[src/rtl/xtor_jtag_pkg.sv]
// JTAG shift engine shared types and constants.
// Optional adaptive clocking is enabled by defining XTOR_JTAG_RTCK_EN.
package xtor_jtag_pkg;

    localparam int JTAG_MAX_BITS = 64;
    localparam int JTAG_LEN_W    = 7;
    localparam int JTAG_DIV_W    = 12;

    typedef enum logic [1:0] {
        ST_IDLE,
        ST_LOW,
        ST_HIGH,
        ST_RESP
    } jtag_state_e;

    // Lengths above the shift width are treated as a full-width command.
    function automatic logic [JTAG_LEN_W-1:0] clamp_len(
        input logic [JTAG_LEN_W-1:0] len
    );
        logic [JTAG_LEN_W-1:0] max_len;
        max_len = JTAG_LEN_W'(JTAG_MAX_BITS);
        return (len > max_len) ? max_len : len;
    endfunction

endpackage

[src/rtl/xtor_jtag_shift_engine_halfper_cnt.sv]
// Loadable down-counter timing one TCK half period.
// Terminal count is flagged while the count sits at zero.
module xtor_jtag_halfper_cnt #(
    parameter int DIV_W = 12
) (
    input  logic             clk,
    input  logic             rst,
    input  logic             load_i,
    input  logic [DIV_W-1:0] load_val_i,
    output logic             tc_o
);

    logic [DIV_W-1:0] cnt_q;
    logic [DIV_W-1:0] cnt_d;

    always_comb begin
        cnt_d = cnt_q;
        if (load_i) begin
            cnt_d = load_val_i;
        end else if (cnt_q != '0) begin
            cnt_d = cnt_q - DIV_W'(1);
        end
    end

    always_ff @(posedge clk) begin
        if (rst) begin
            cnt_q <= '0;
        end else begin
            cnt_q <= cnt_d;
        end
    end

    assign tc_o = (cnt_q == '0);

endmodule

[src/rtl/xtor_jtag_shift_engine.sv]
// JTAG shift engine: shifts up to 64 TMS/TDI bits and captures TDO.
// Define XTOR_JTAG_RTCK_EN to let rtck_pos end the TCK high phase.
module xtor_jtag_shift_engine
    import xtor_jtag_pkg::*;
#(
    parameter int MAX_BITS = JTAG_MAX_BITS,
    parameter int DIV_W    = JTAG_DIV_W
) (
    input  logic                  clk,
    input  logic                  rst,
    input  logic                  cmd_valid,
    output logic                  cmd_ready,
    input  logic [JTAG_LEN_W-1:0] cmd_len,
    input  logic [MAX_BITS-1:0]   cmd_tms,
    input  logic [MAX_BITS-1:0]   cmd_tdi,
    input  logic [DIV_W-1:0]      clk_div,
    output logic                  tck,
    output logic                  tms,
    output logic                  tdi,
    input  logic                  tdo,
    input  logic                  rtck_pos,
    input  logic                  rtck_en,
    output logic                  rsp_valid,
    input  logic                  rsp_ready,
    output logic [MAX_BITS-1:0]   rsp_tdo,
    output logic                  busy
);

    localparam int IDX_W = $clog2(MAX_BITS);

    jtag_state_e           state_q, state_d;
    logic [JTAG_LEN_W-1:0] len_q, len_d;
    logic [IDX_W-1:0]      idx_q, idx_d;
    logic [DIV_W-1:0]      div_q, div_d;
    logic [MAX_BITS-1:0]   tms_sh_q, tms_sh_d;
    logic [MAX_BITS-1:0]   tdi_sh_q, tdi_sh_d;
    logic [MAX_BITS-1:0]   rsp_q, rsp_d;
    logic                  tms_q, tms_d;
    logic                  tdi_q, tdi_d;

    logic                  accept;
    logic                  cnt_tc;
    logic                  cnt_load;
    logic                  hi_done;
    logic                  last_bit;
    logic [JTAG_LEN_W-1:0] len_in;

    assign accept   = cmd_valid & cmd_ready;
    assign len_in   = clamp_len(cmd_len);
    assign last_bit = (JTAG_LEN_W'(idx_q) == len_q - JTAG_LEN_W'(1));

`ifdef XTOR_JTAG_RTCK_EN
    // Remembers an RTCK pulse that coincided with the rising TCK edge.
    logic seen_q, seen_d;

    always_comb begin
        seen_d = 1'b0;
        if (state_q == ST_LOW && cnt_tc) begin
            seen_d = rtck_pos;
        end else if (state_q == ST_HIGH) begin
            seen_d = seen_q;
        end
    end

    always_ff @(posedge clk) begin
        if (rst) begin
            seen_q <= 1'b0;
        end else begin
            seen_q <= seen_d;
        end
    end

    assign hi_done = rtck_en ? (seen_q | rtck_pos) : cnt_tc;
`else
    logic unused_rtck;
    assign unused_rtck = rtck_pos ^ rtck_en;
    assign hi_done     = cnt_tc;
`endif

    assign cnt_load = accept
                    | (state_q == ST_LOW  && cnt_tc)
                    | (state_q == ST_HIGH && hi_done);

    xtor_jtag_halfper_cnt #(
        .DIV_W (DIV_W)
    ) u_halfper_cnt (
        .clk        (clk),
        .rst        (rst),
        .load_i     (cnt_load),
        .load_val_i ((state_q == ST_IDLE) ? clk_div : div_q),
        .tc_o       (cnt_tc)
    );

    always_ff @(posedge clk) begin
        if (rst) begin
            state_q <= ST_IDLE;
        end else begin
            state_q <= state_d;
        end
    end

    always_comb begin
        state_d = state_q;
        unique case (state_q)
            ST_IDLE: begin
                if (accept) begin
                    state_d = (len_in == '0) ? ST_RESP : ST_LOW;
                end
            end
            ST_LOW: begin
                if (cnt_tc) state_d = ST_HIGH;
            end
            ST_HIGH: begin
                if (hi_done) state_d = last_bit ? ST_RESP : ST_LOW;
            end
            ST_RESP: begin
                if (rsp_ready) state_d = ST_IDLE;
            end
            default: state_d = ST_IDLE;
        endcase
    end

    always_comb begin
        cmd_ready = (state_q == ST_IDLE) & ~rst;
        busy      = (state_q != ST_IDLE);
        tck       = (state_q == ST_HIGH);
        rsp_valid = (state_q == ST_RESP);
        tms       = tms_q;
        tdi       = tdi_q;
        rsp_tdo   = rsp_q;
    end

    always_comb begin
        len_d    = len_q;
        idx_d    = idx_q;
        div_d    = div_q;
        tms_sh_d = tms_sh_q;
        tdi_sh_d = tdi_sh_q;
        rsp_d    = rsp_q;
        tms_d    = tms_q;
        tdi_d    = tdi_q;
        unique case (state_q)
            ST_IDLE: begin
                if (accept) begin
                    tms_sh_d = cmd_tms;
                    tdi_sh_d = cmd_tdi;
                    len_d    = len_in;
                    div_d    = clk_div;
                    rsp_d    = '0;
                    idx_d    = '0;
                    if (len_in != '0) begin
                        tms_d = cmd_tms[0];
                        tdi_d = cmd_tdi[0];
                    end
                end
            end
            ST_LOW: begin
                if (cnt_tc) rsp_d[idx_q] = tdo;
            end
            ST_HIGH: begin
                if (hi_done && !last_bit) begin
                    idx_d = idx_q + IDX_W'(1);
                    tms_d = tms_sh_q[idx_d];
                    tdi_d = tdi_sh_q[idx_d];
                end
            end
            default: ;
        endcase
    end

    always_ff @(posedge clk) begin
        if (rst) begin
            len_q    <= '0;
            idx_q    <= '0;
            div_q    <= '0;
            tms_sh_q <= '0;
            tdi_sh_q <= '0;
            rsp_q    <= '0;
            tms_q    <= 1'b1;
            tdi_q    <= 1'b0;
        end else begin
            len_q    <= len_d;
            idx_q    <= idx_d;
            div_q    <= div_d;
            tms_sh_q <= tms_sh_d;
            tdi_sh_q <= tdi_sh_d;
            rsp_q    <= rsp_d;
            tms_q    <= tms_d;
            tdi_q    <= tdi_d;
        end
    end

endmodule

[config.mk]
export PLATFORM = sky130hd
export DESIGN_NAME = xtor_jtag_shift_engine
export DESIGN_NICKNAME = d
export VERILOG_FILES = /design/src/rtl/xtor_jtag_pkg.sv /design/src/rtl/xtor_jtag_shift_engine_halfper_cnt.sv /design/src/rtl/xtor_jtag_shift_engine.sv
export SDC_FILE = /design/constraint.sdc
export NUM_CORES = 1
export LEC_CHECK = 0
export ABC_AREA = 1
export ABC_CLOCK_PERIOD_IN_PS = 3250
export CORE_ASPECT_RATIO = 1.2
export CORE_MARGIN = 2
export CORE_UTILIZATION = 55
export CTS_CLUSTER_DIAMETER = 100
export CTS_CLUSTER_SIZE = 24
export DETAILED_ROUTE_END_ITERATION = 12
export DONT_BUFFER_PORTS = 1
export PLACE_DENSITY = 0.68
export REMOVE_ABC_BUFFERS = 1
export SLEW_MARGIN = 25
export SYNTH_ARGS = -nofsm -noshare
export SYNTH_HDL_FRONTEND = slang
export SYNTH_SLANG_ARGS = --single-unit
[constraint.sdc]
create_clock -name clk -period 3.25 [get_ports clk]
set_input_delay 0.65 -clock clk [delete_from_list [all_inputs] [get_ports clk]]
set_output_delay 0.65 -clock clk [all_outputs]
set_load 0.02 [all_outputs]
[Word level (Yosys, flattened, before mapping)]
Index checks and enable logic that the tools add are counted.
Cells by class
  $lt $le $gt $ge: 4
  bitwise logic cells: 5
  reduce and logical (&&, ||, !) cells: 19
  multiplexer cells: 32
  equal/unequal tests: 10
  $add $sub $neg: 3
Operator list (number)
  64-bit 2-to-1 mux: 2
  64-bit case mux with 2 select lines: 1
  64-bit bitwise mux: 1
  12-bit 2-to-1 mux: 3
  6-bit by 7-bit < comparator with 1-bit output, second input constant: 2
  1-bit binary-select mux with 6-bit select: 2
  12-bit logical NOT: 1
  2-bit 2-to-1 mux: 6
  6-bit 2-to-1 mux: 2
  6-bit case mux with 2 select lines: 1
  12-bit nonzero test: 1
  12-bit by 1-bit subtractor with 12-bit output, second input constant: 1
  1-bit 2-to-1 mux: 9
  2-bit by 1-bit inequality test with 1-bit output, second input constant: 4
  2-bit case mux with 4 select lines: 1
  4-bit AND reduction: 2
  2-bit nonzero test: 4
  6-bit by 7-bit == test with 1-bit output: 1
  7-bit > comparator, second input constant: 1
  7-bit logical NOT: 1
  7-bit 2-to-1 mux: 1
  7-bit nonzero test: 1
  7-bit by 1-bit subtractor with 7-bit output, second input constant: 1
  6-bit by 1-bit adder with 6-bit output, second input constant: 1
  14 further kinds: 23
Storage, ports and cells
  input port bits: 154
  flip-flop bits (word level): 233
  word-level logic and storage cells: 83

[Logic depth before layout (Yosys ltp)]
Gate-level depths: netlist of run 1.
  word-level depth: 7
  depth in mapped cells: 15
  gate-level depth less buffers: 15

[Hierarchy]
A second synthesis of run 1 with hierarchy kept.
Unflattened totals
  cell total of the unflattened synthesis: 1650
  area, all modules: 11284.6 sq um
Modules (own cells, without submodules)
  xtor_jtag_shift_engine: area each 10425.0 sq um, cells each 1510, times used 1
  xtor_jtag_halfper_cnt: area each 859.6 sq um, cells each 140, times used 1

[Worst setup path before layout of run 1]
No wires, ideal clock.
  kind: register -> register
  start: register u_halfper_cnt.cnt_q[0]
  end: register u_halfper_cnt.cnt_q[1]
  path slack: 1.377 ns
  cell stages (with the launch flop): 16
  buffers on the path: 1
  period minus slack after synthesis: 1.873 ns
  library setup time: 0.109 ns
  arrival time: 1.764 ns
  cells stage by stage: dfxtp_1 inv_1 ha_1 nand2_1 nor2_1 nand2_1 nor2_2 nand2_2 inv_2 o21ai_0 nand2_1 buf_2 or2_2 nand3_1 nand2_1 inv_1
Between the ends
  cells in the longest elaborated chain, start to end: 5
  elaborated cells between the ends (all ways): 10
  those cells by class: add/sub (1); mux (2); bitwise (2); reduce/logical (5)
RTL lines
  start, declared: RTL line xtor_jtag_shift_engine_halfper_cnt.sv:13  | logic [DIV_W-1:0] cnt_q;
  start signal, assigned: RTL line xtor_jtag_shift_engine_halfper_cnt.sv:29  | cnt_q <= cnt_d;
  branches (longest 5 deep; another with 12-bit by 1-bit subtractor with 12-bit output)
Several ways; the timed one is not identified. The select of a mux whose other input is x is not followed.
A chain may end at the register's enable or synchronous reset.

[Worst setup path after layout of run 1]
  start: register idx_q[2]
  end: register tdi_q, in the netlist tdi
Between the ends
  cells in the longest elaborated chain, start to end: 5
  elaborated cells between the ends (all ways): 10
  those cells by class: add/sub (1); eq/ne (2); mux (4); reduce/logical (3)
RTL lines
  start, declared: RTL line xtor_jtag_shift_engine.sv:33  | logic [IDX_W-1:0] idx_q, idx_d;
  start signal, assigned: RTL line xtor_jtag_shift_engine.sv:183  | idx_q <= idx_d;
  6-bit by 1-bit adder with 6-bit output or 6-bit by 7-bit == test with 1-bit output (tied branches): RTL line xtor_jtag_shift_engine.sv:162, xtor_jtag_shift_engine.sv:50
  1-bit binary-select mux with 6-bit select or 1-bit logical NOT (tied branches): RTL line xtor_jtag_shift_engine.sv:164, xtor_jtag_shift_engine.sv:161
  1-bit 2-to-1 mux (implied by the code) or 1-bit logical AND (tied branches): RTL line xtor_jtag_shift_engine.sv:164, xtor_jtag_shift_engine.sv:161
  1-bit 2-to-1 mux or 2-bit by 1-bit inequality test with 1-bit output (tied branches)
  1-bit case mux with 2 select lines or 4-bit AND reduction (tied branches)
  end signal, assigned: RTL line xtor_jtag_shift_engine.sv:189  | tdi_q <= tdi_d;
  end, declared: RTL line xtor_jtag_shift_engine.sv:39  | logic tdi_q, tdi_d;
Several ways; a longest one is shown, not always the timed one. The select of a mux whose other input is x is not followed.

==> impl_metrics.json, run 1 <==
{
  "die_area_um2": 21100,
  "cp.arrival_ns": 2.86,
  "hp-class": "input port to register",
  "synth.top_cell.area_share_pct": 42.5,
  "antenna_found_initial": 0,
  "netlist_area_um2": 11000,
  "dr_total_vias": 10085,
  "placed_cells": 1780,
  "dpl.hpwl_mm": 18.8,
  "cts_tree": "yes",
  "clk_path_buf_depth": 3,
  "fmax_mhz": 401,
  "fin_cells": 1795,
  "worstRegToRegCells": 11,
  "required_ns": 3.61,
  "io-pin-count": 224,
  "synth-edff-count": 0,
  "fin_util_pct": 58.4,
  "drv_slew": 0,
  "dr.pass1.iters": 5,
  "rsz0062_at_grt": "no",
  "yosys_register_bits": 233,
  "gr-usage-all-layers_pct": 26.4,
  "die_h_um": 159,
  "clkLatencyLatePin_ns": 0.48,
  "layout.nets": 1691,
  "die_width_um": 133,
  "finClkSkew_ns": 0.0211,
  "min_to": "rsp_tdo[30]",
  "powerDensity_nw_per_um2": 759,
  "path_class": "register to register",
  "avgSynthCellArea_um2": 6.83,
  "place.gp.congestion": 0.803,
  "grt-ovfl-total": 0,
  "clkSinkCount": 233,
  "clk_pin_slew_ns": 0.10,
  "grt_pass1_vias": 8894,
  "yosysWarnings": 0,
  "synthCells": 1609,
  "cp-start-kind": "register",
  "startpoint": "idx_q[2]",
  "start_util_pct": 56.2,
  "wl_mm": 29.0,
  "r2r_start": "idx_q[2]",
  "cts-root-buf": "clkbuf_16",
  "hold_buffers": 0,
  "worstMarginPinSlew_ns": 0.912,
  "synth_area_leaders": "dfxtp_1 (42%), nand2_1 (11%), nand3_1 (10%)",
  "antenna_cells": 0,
  "dpl_cell_area_um2": 11100,
  "r2r_setup_slack_ns": 0.76,
  "period_needed_ns": 2.49,
  "holdPathStages": 1,
  "final-setup-viol-count": 0,
  "hp-start": "rst",
  "drc": 0,
  "synth_largest_area_cell": "dfxtp_1",
  "cts_buffers": 13,
  "grt_pass1_wl_mm": 46.5,
  "ctsHtreeMaxLevel": 1,
  "synth_cell_types": 38,
  "irDropWorstVdd_mv": 0.400,
  "drv_cap": 0,
  "slew_headroom_pct": 39.2,
  "vias_per_cell": 5.62,
  "ys_seq_area_share_pct": 42.5,
  "yosys.cell_count.top_type": "nand2_1",
  "r2r_end": "tdi",
  "area_growth_syn_to_layout_pct": 4.01,
  "core_um2": 19500,
  "portBuffers": 0,
  "synth_commonest_cells": "nand2_1 (319), dfxtp_1 (233), nand3_1 (219)",
  "post_cts_resized": 0,
  "finalCritPeriodShare_pct": 76.7,
  "rows": 56,
  "ant_nets": 0,
  "cts_setup_buffers": 0,
  "async_flop_share_pct": 0,
  "path_max_fanout": 9,
  "crit_path_end_kind": "register",
  "leakagePower_uw": 0.00442,
  "stdcell_area_um2": 11400,
  "hold_viol": 0,
  "grt_max_degree": 90,
  "synth_ff_type": "dfxtp_1",
  "status": "finished, final reports clean",
  "layout-drive-gt1-share_pct": 3.85,
  "drtIter0Drc": 661,
  "wl_per_cell_um": 16.2,
  "power.total_uw": 8670
}
[per-layer routing]
| metal | track usage [%] | wire length [um] |
|---|---|---|
| met1 | 35.9 | 12600 |
| met2 | 43.0 | 13600 |
| met3 | 5.43 | 2350 |
| met4 | 6.11 | 513 |
| met5 | 0 | 0 |
[how the worst max path moves through the flow]
stage / endpoint / cells past startpoint
3_3_place_gp: tdi / 11
4_1_cts: tdi / 11
5_1_grt: idx_q[4] / 10
6_report: tdi / 11
2_1_floorplan: tms / 12
3_5_place_dp: tdi / 11
[metrics by stage]
step,hold slack (ns),worst slack [ns],setup TNS [ns]
3_3_place_gp,0.432,0.849,0
4_1_cts,0.216,0.748,0
2_1_floorplan,0.427,-1.12,-33.57
3_5_place_dp,0.439,0.815,0
5_1_grt,0.218,0.527,0
6_report,0.235,0.756,0
[flip-flops by register name (all words and copies together), names as in the netlist]
signal / cells
tms_sh_q: 64
rsp_tdo: 64
state_q: 2
tms: 1
len_q: 7
tdi: 1
u_halfper_cnt.cnt_q: 12
idx_q: 6
div_q: 12
tdi_sh_q: 64
[area by class of cell]
type | count | area [um^2]
Clock inverter | 1 | 8.76
Tap cell | 261 | 327
Multi-Input combinational cell | 1108 | 5270
Timing Repair Buffer | 23 | 235
Sequential cell | 233 | 4670
Fill cell | 1941 | 8120
Clock buffer | 14 | 329
Inverter | 155 | 584
[critical path, stage by stage (launching register included)]
cell,delay (ns)
dfxtp_1,0.59
nand3_1,0.38
inv_1,0.17
nand2_1,0.09
nand2_2,0.22
clkinv_1,0.35
nand3_1,0.22
nand3_1,0.09
nand2_1,0.08
nand2_1,0.05
nand3_1,0.06
a21oi_1,0.07
[logic make-up after synthesis]
| group | Yosys count | synth area share [%] |
|---|---|---|
| compound gates | 431 | 20.7 |
| xor+xnor | 10 | 0.797 |
| fa+ha+maj | 3 | 0.342 |
| buf+inv | 268 | 9.80 |
| flops | 233 | 42.5 |
| simple gates | 664 | 25.9 |
[cells in the final DEF, fill, tap and decap left out, types with 5 or more instances in the layout]
| cell type | instances |
|---|---|
| clkbuf_16 | 13 |
| o21ai_0 | 136 |
| nand3_1 | 219 |
| a21oi_1 | 191 |
| o211ai_1 | 33 |
| nand2_1 | 319 |
| nor3_1 | 11 |
| buf_12 | 5 |
| nor2_1 | 100 |
| dfxtp_1 | 232 |
| inv_2 | 7 |
| xor2_1 | 6 |
| buf_4 | 18 |
| inv_1 | 145 |
| o21ai_1 | 60 |
[power breakdown]
| part | leakage [uW] | switching [uW] | total [uW] | internal, uW |
|---|---|---|---|---|
| clock | 0.000166 | 927 | 1660 | 733 |
| sequential | 0.00191 | 257 | 3580 | 3320 |
| combinational | 0.00235 | 2330 | 3430 | 1100 |
Note: power is estimated with default switching activity, not from simulation.
==> run 2, diff against run 1 <==
- ABC_CLOCK_PERIOD_IN_PS: 3250 -> 2100
- PLACE_DENSITY: 0.68 -> 0.71
- clock period: 3.25 -> 2.1 ns (I/O delays scaled with it)
==> run 2 against run 1 <==
- die area is the same
- clock power grew 55%
- worst setup slack lost 0.61 ns
- register-to-register slack lost 0.61 ns
- sequential cell count is the same
- non-clock buffer count grew 28
- final cell count grew 1.6%
==> impl_metrics.json, run 2 (synthesis gave the netlist of run 1 again) <==
{
  "dpl.hpwl_mm": 19.1,
  "layout-drive-gt1-share_pct": 5.95,
  "grt_max_degree": 100,
  "wl_per_cell_um": 16.3,
  "p_sw_uw": 5630,
  "status": "finished, final reports clean",
  "r2r_setup_slack_ns": 0.15,
  "cp-start-kind": "register",
  "drtIter0Drc": 681,
  "grt-ovfl-total": 0,
  "die_width_um": 133,
  "cts_tree": "yes",
  "crit_chain": "inv_1, nor2_1, buf_4, buf_4",
  "required_ns": 1.68,
  "vias_per_cell": 5.71,
  "die_area_um2": 21100,
  "power_frac_comb_pct": 42.5,
  "mostFrequentLayoutCell": "nand2_1",
  "clk_path_buf_depth": 3,
  "dp_slack_ns": 0.0280,
  "rows": 56,
  "crit_path_end_kind": "output pin",
  "r2r_end": "u_halfper_cnt.cnt_q[1]",
  "hp-class": "input port to register",
  "path_max_fanout": 10,
  "cts-root-buf": "clkbuf_16",
  "io-pin-count": 224,
  "crit_slowest_cell": "dfxtp_1",
  "clkPwrFrac_pct": 18.4,
  "portBuffers": 0,
  "period_needed_ns": 1.95,
  "finClkSkew_ns": 0.0165,
  "drv_slew": 0,
  "powerDensity_nw_per_um2": 1190,
  "ctsHtreeMaxLevel": 1,
  "irDropWorstVdd_mv": 0.660,
  "antenna_cells": 0,
  "layout.nets": 1719,
  "ant_nets": 0,
  "grt_pass1_vias": 9358,
  "crit_top_cell": "buf_4",
  "path_class": "register to output pin",
  "start_util_pct": 56.2,
  "switching_share_pct": 40.0,
  "cts_buffers": 13,
  "grt_pass1_wl_mm": 47.3,
  "dpl_cell_area_um2": 11400,
  "worstMarginPinSlew_ns": 0.945,
  "drv_cap": 0,
  "final_cell_mix": "nand2_1 (317), dfxtp_1 (231), nand3_1 (219)",
  "fin_util_pct": 60.6,
  "area_growth_syn_to_layout_pct": 7.83,
  "rsz0062_at_grt": "no",
  "startpoint": "state_q[1]",
  "pwr-share-seq_pct": 39.1,
  "clk_pin_slew_ns": 0.09,
  "wl_mm": 29.7,
  "clkLatencyLatePin_ns": 0.47,
  "leakagePower_uw": 0.00462,
  "register_area_um2": 4670,
  "setup_tns_ns": 0,
  "fin_ws_ns": 0.146,
  "dr_total_vias": 10406,
  "stdcell_area_um2": 11800,
  "slowest_delay_ns": 0.40,
  "core_um2": 19500,
  "r2r_start": "u_halfper_cnt.cnt_q[0]",
  "drc": 0,
  "hold_viol": 0,
  "place.gp.congestion": 0.888,
  "multiInputGateArea_um2": 5300,
  "clkSinkCount": 233,
  "antenna_found_initial": 0,
  "fmax_mhz": 512,
  "slew_headroom_pct": 36.8,
  "nFillCells": 1878,
  "die_h_um": 159,
  "worstRegToRegCells": 15,
  "dr.pass1.iters": 5,
  "gr-usage-all-layers_pct": 27.0,
  "cp.arrival_ns": 1.53,
  "final-setup-viol-count": 0,
  "intPower_uw": 8440,
  "finalCritPeriodShare_pct": 93.1,
  "endpoint": "tck"
}
run 2: worst min path at each step:
stage | startpoint | to | slack, ns | cells past startpoint
after global placement | div_q[7] | div_q[7] | 0.43 | 2
after floorplan | div_q[0] | div_q[0] | 0.43 | 2
after CTS | rst | rsp_tdo[63] | 0.002 | 1
after global routing | rst | rsp_tdo[63] | 0.003 | 1
final | rst | u_halfper_cnt.cnt_q[10] | 0.03 | 1
after detailed placement | div_q[9] | div_q[9] | 0.44 | 2
run 2: final cells by class:
cell class | count | share of cell area (%)
clock buffer | 14 | 2.78
clock inverter | 1 | 0.0739
inverter | 155 | 4.92
multi-input combinational | 1108 | 44.7
sequential | 233 | 39.4
tap | 261 | 2.76
timing repair buffer | 51 | 5.31
run 2: power by group through the flow:
stage / clock, uW / combinational (uW) / sequential (uW)
3_3_place_gp: 0 / 5670 / 5570
2_1_floorplan: 0 / 3760 / 5620
6_report: 2580 / 5980 / 5500
4_1_cts: 2640 / 5820 / 5490
3_5_place_dp: 0 / 5750 / 5600
5_1_grt: 2790 / 6700 / 5580
run 2: what timing repair did:
action / 4_1_cts / 5_1_grt
resized for setup: 1 / 13
buffers inserted: 0 / 2
hold buffers: 3 / 0
hold endpoints to repair: 55 / 0
pin swaps: 0 / 6
gates cloned: 0 / 1
endpoints found under the setup margin: 1 / 16
run 2: through the flow:
stage | instances | hold slack (ns) | total power, uW
finish | 1823 | 0.0279 | 14100
global route | 1823 | 0.00273 | 15100
CTS | 1820 | 0.00162 | 14000
detailed placement | 1802 | 0.440 | 11300
global placement | 1802 | 0.432 | 11200
floorplan | 1496 | 0.427 | 9390
run 2: routing by layer:
layer  share of wire (%)  track usage (%)  routed length (um)  vias to the layer above
met5                   0                0                   0                        -
met4                 2.2             7.77                 646                        0
met3                 7.3             4.05                2160                       41
met2                  48             45.1               14100                      355
met1                  43             36.0               12800                     4781
li1                    -                -                   -                     5229
run 2: critical path: cells and delay by family (launching register included):
kind | cells | cell delay [ns]
and+or+nand+nor | 1 | 0.18
DFF | 1 | 0.40
buffers and inverters | 3 | 0.48
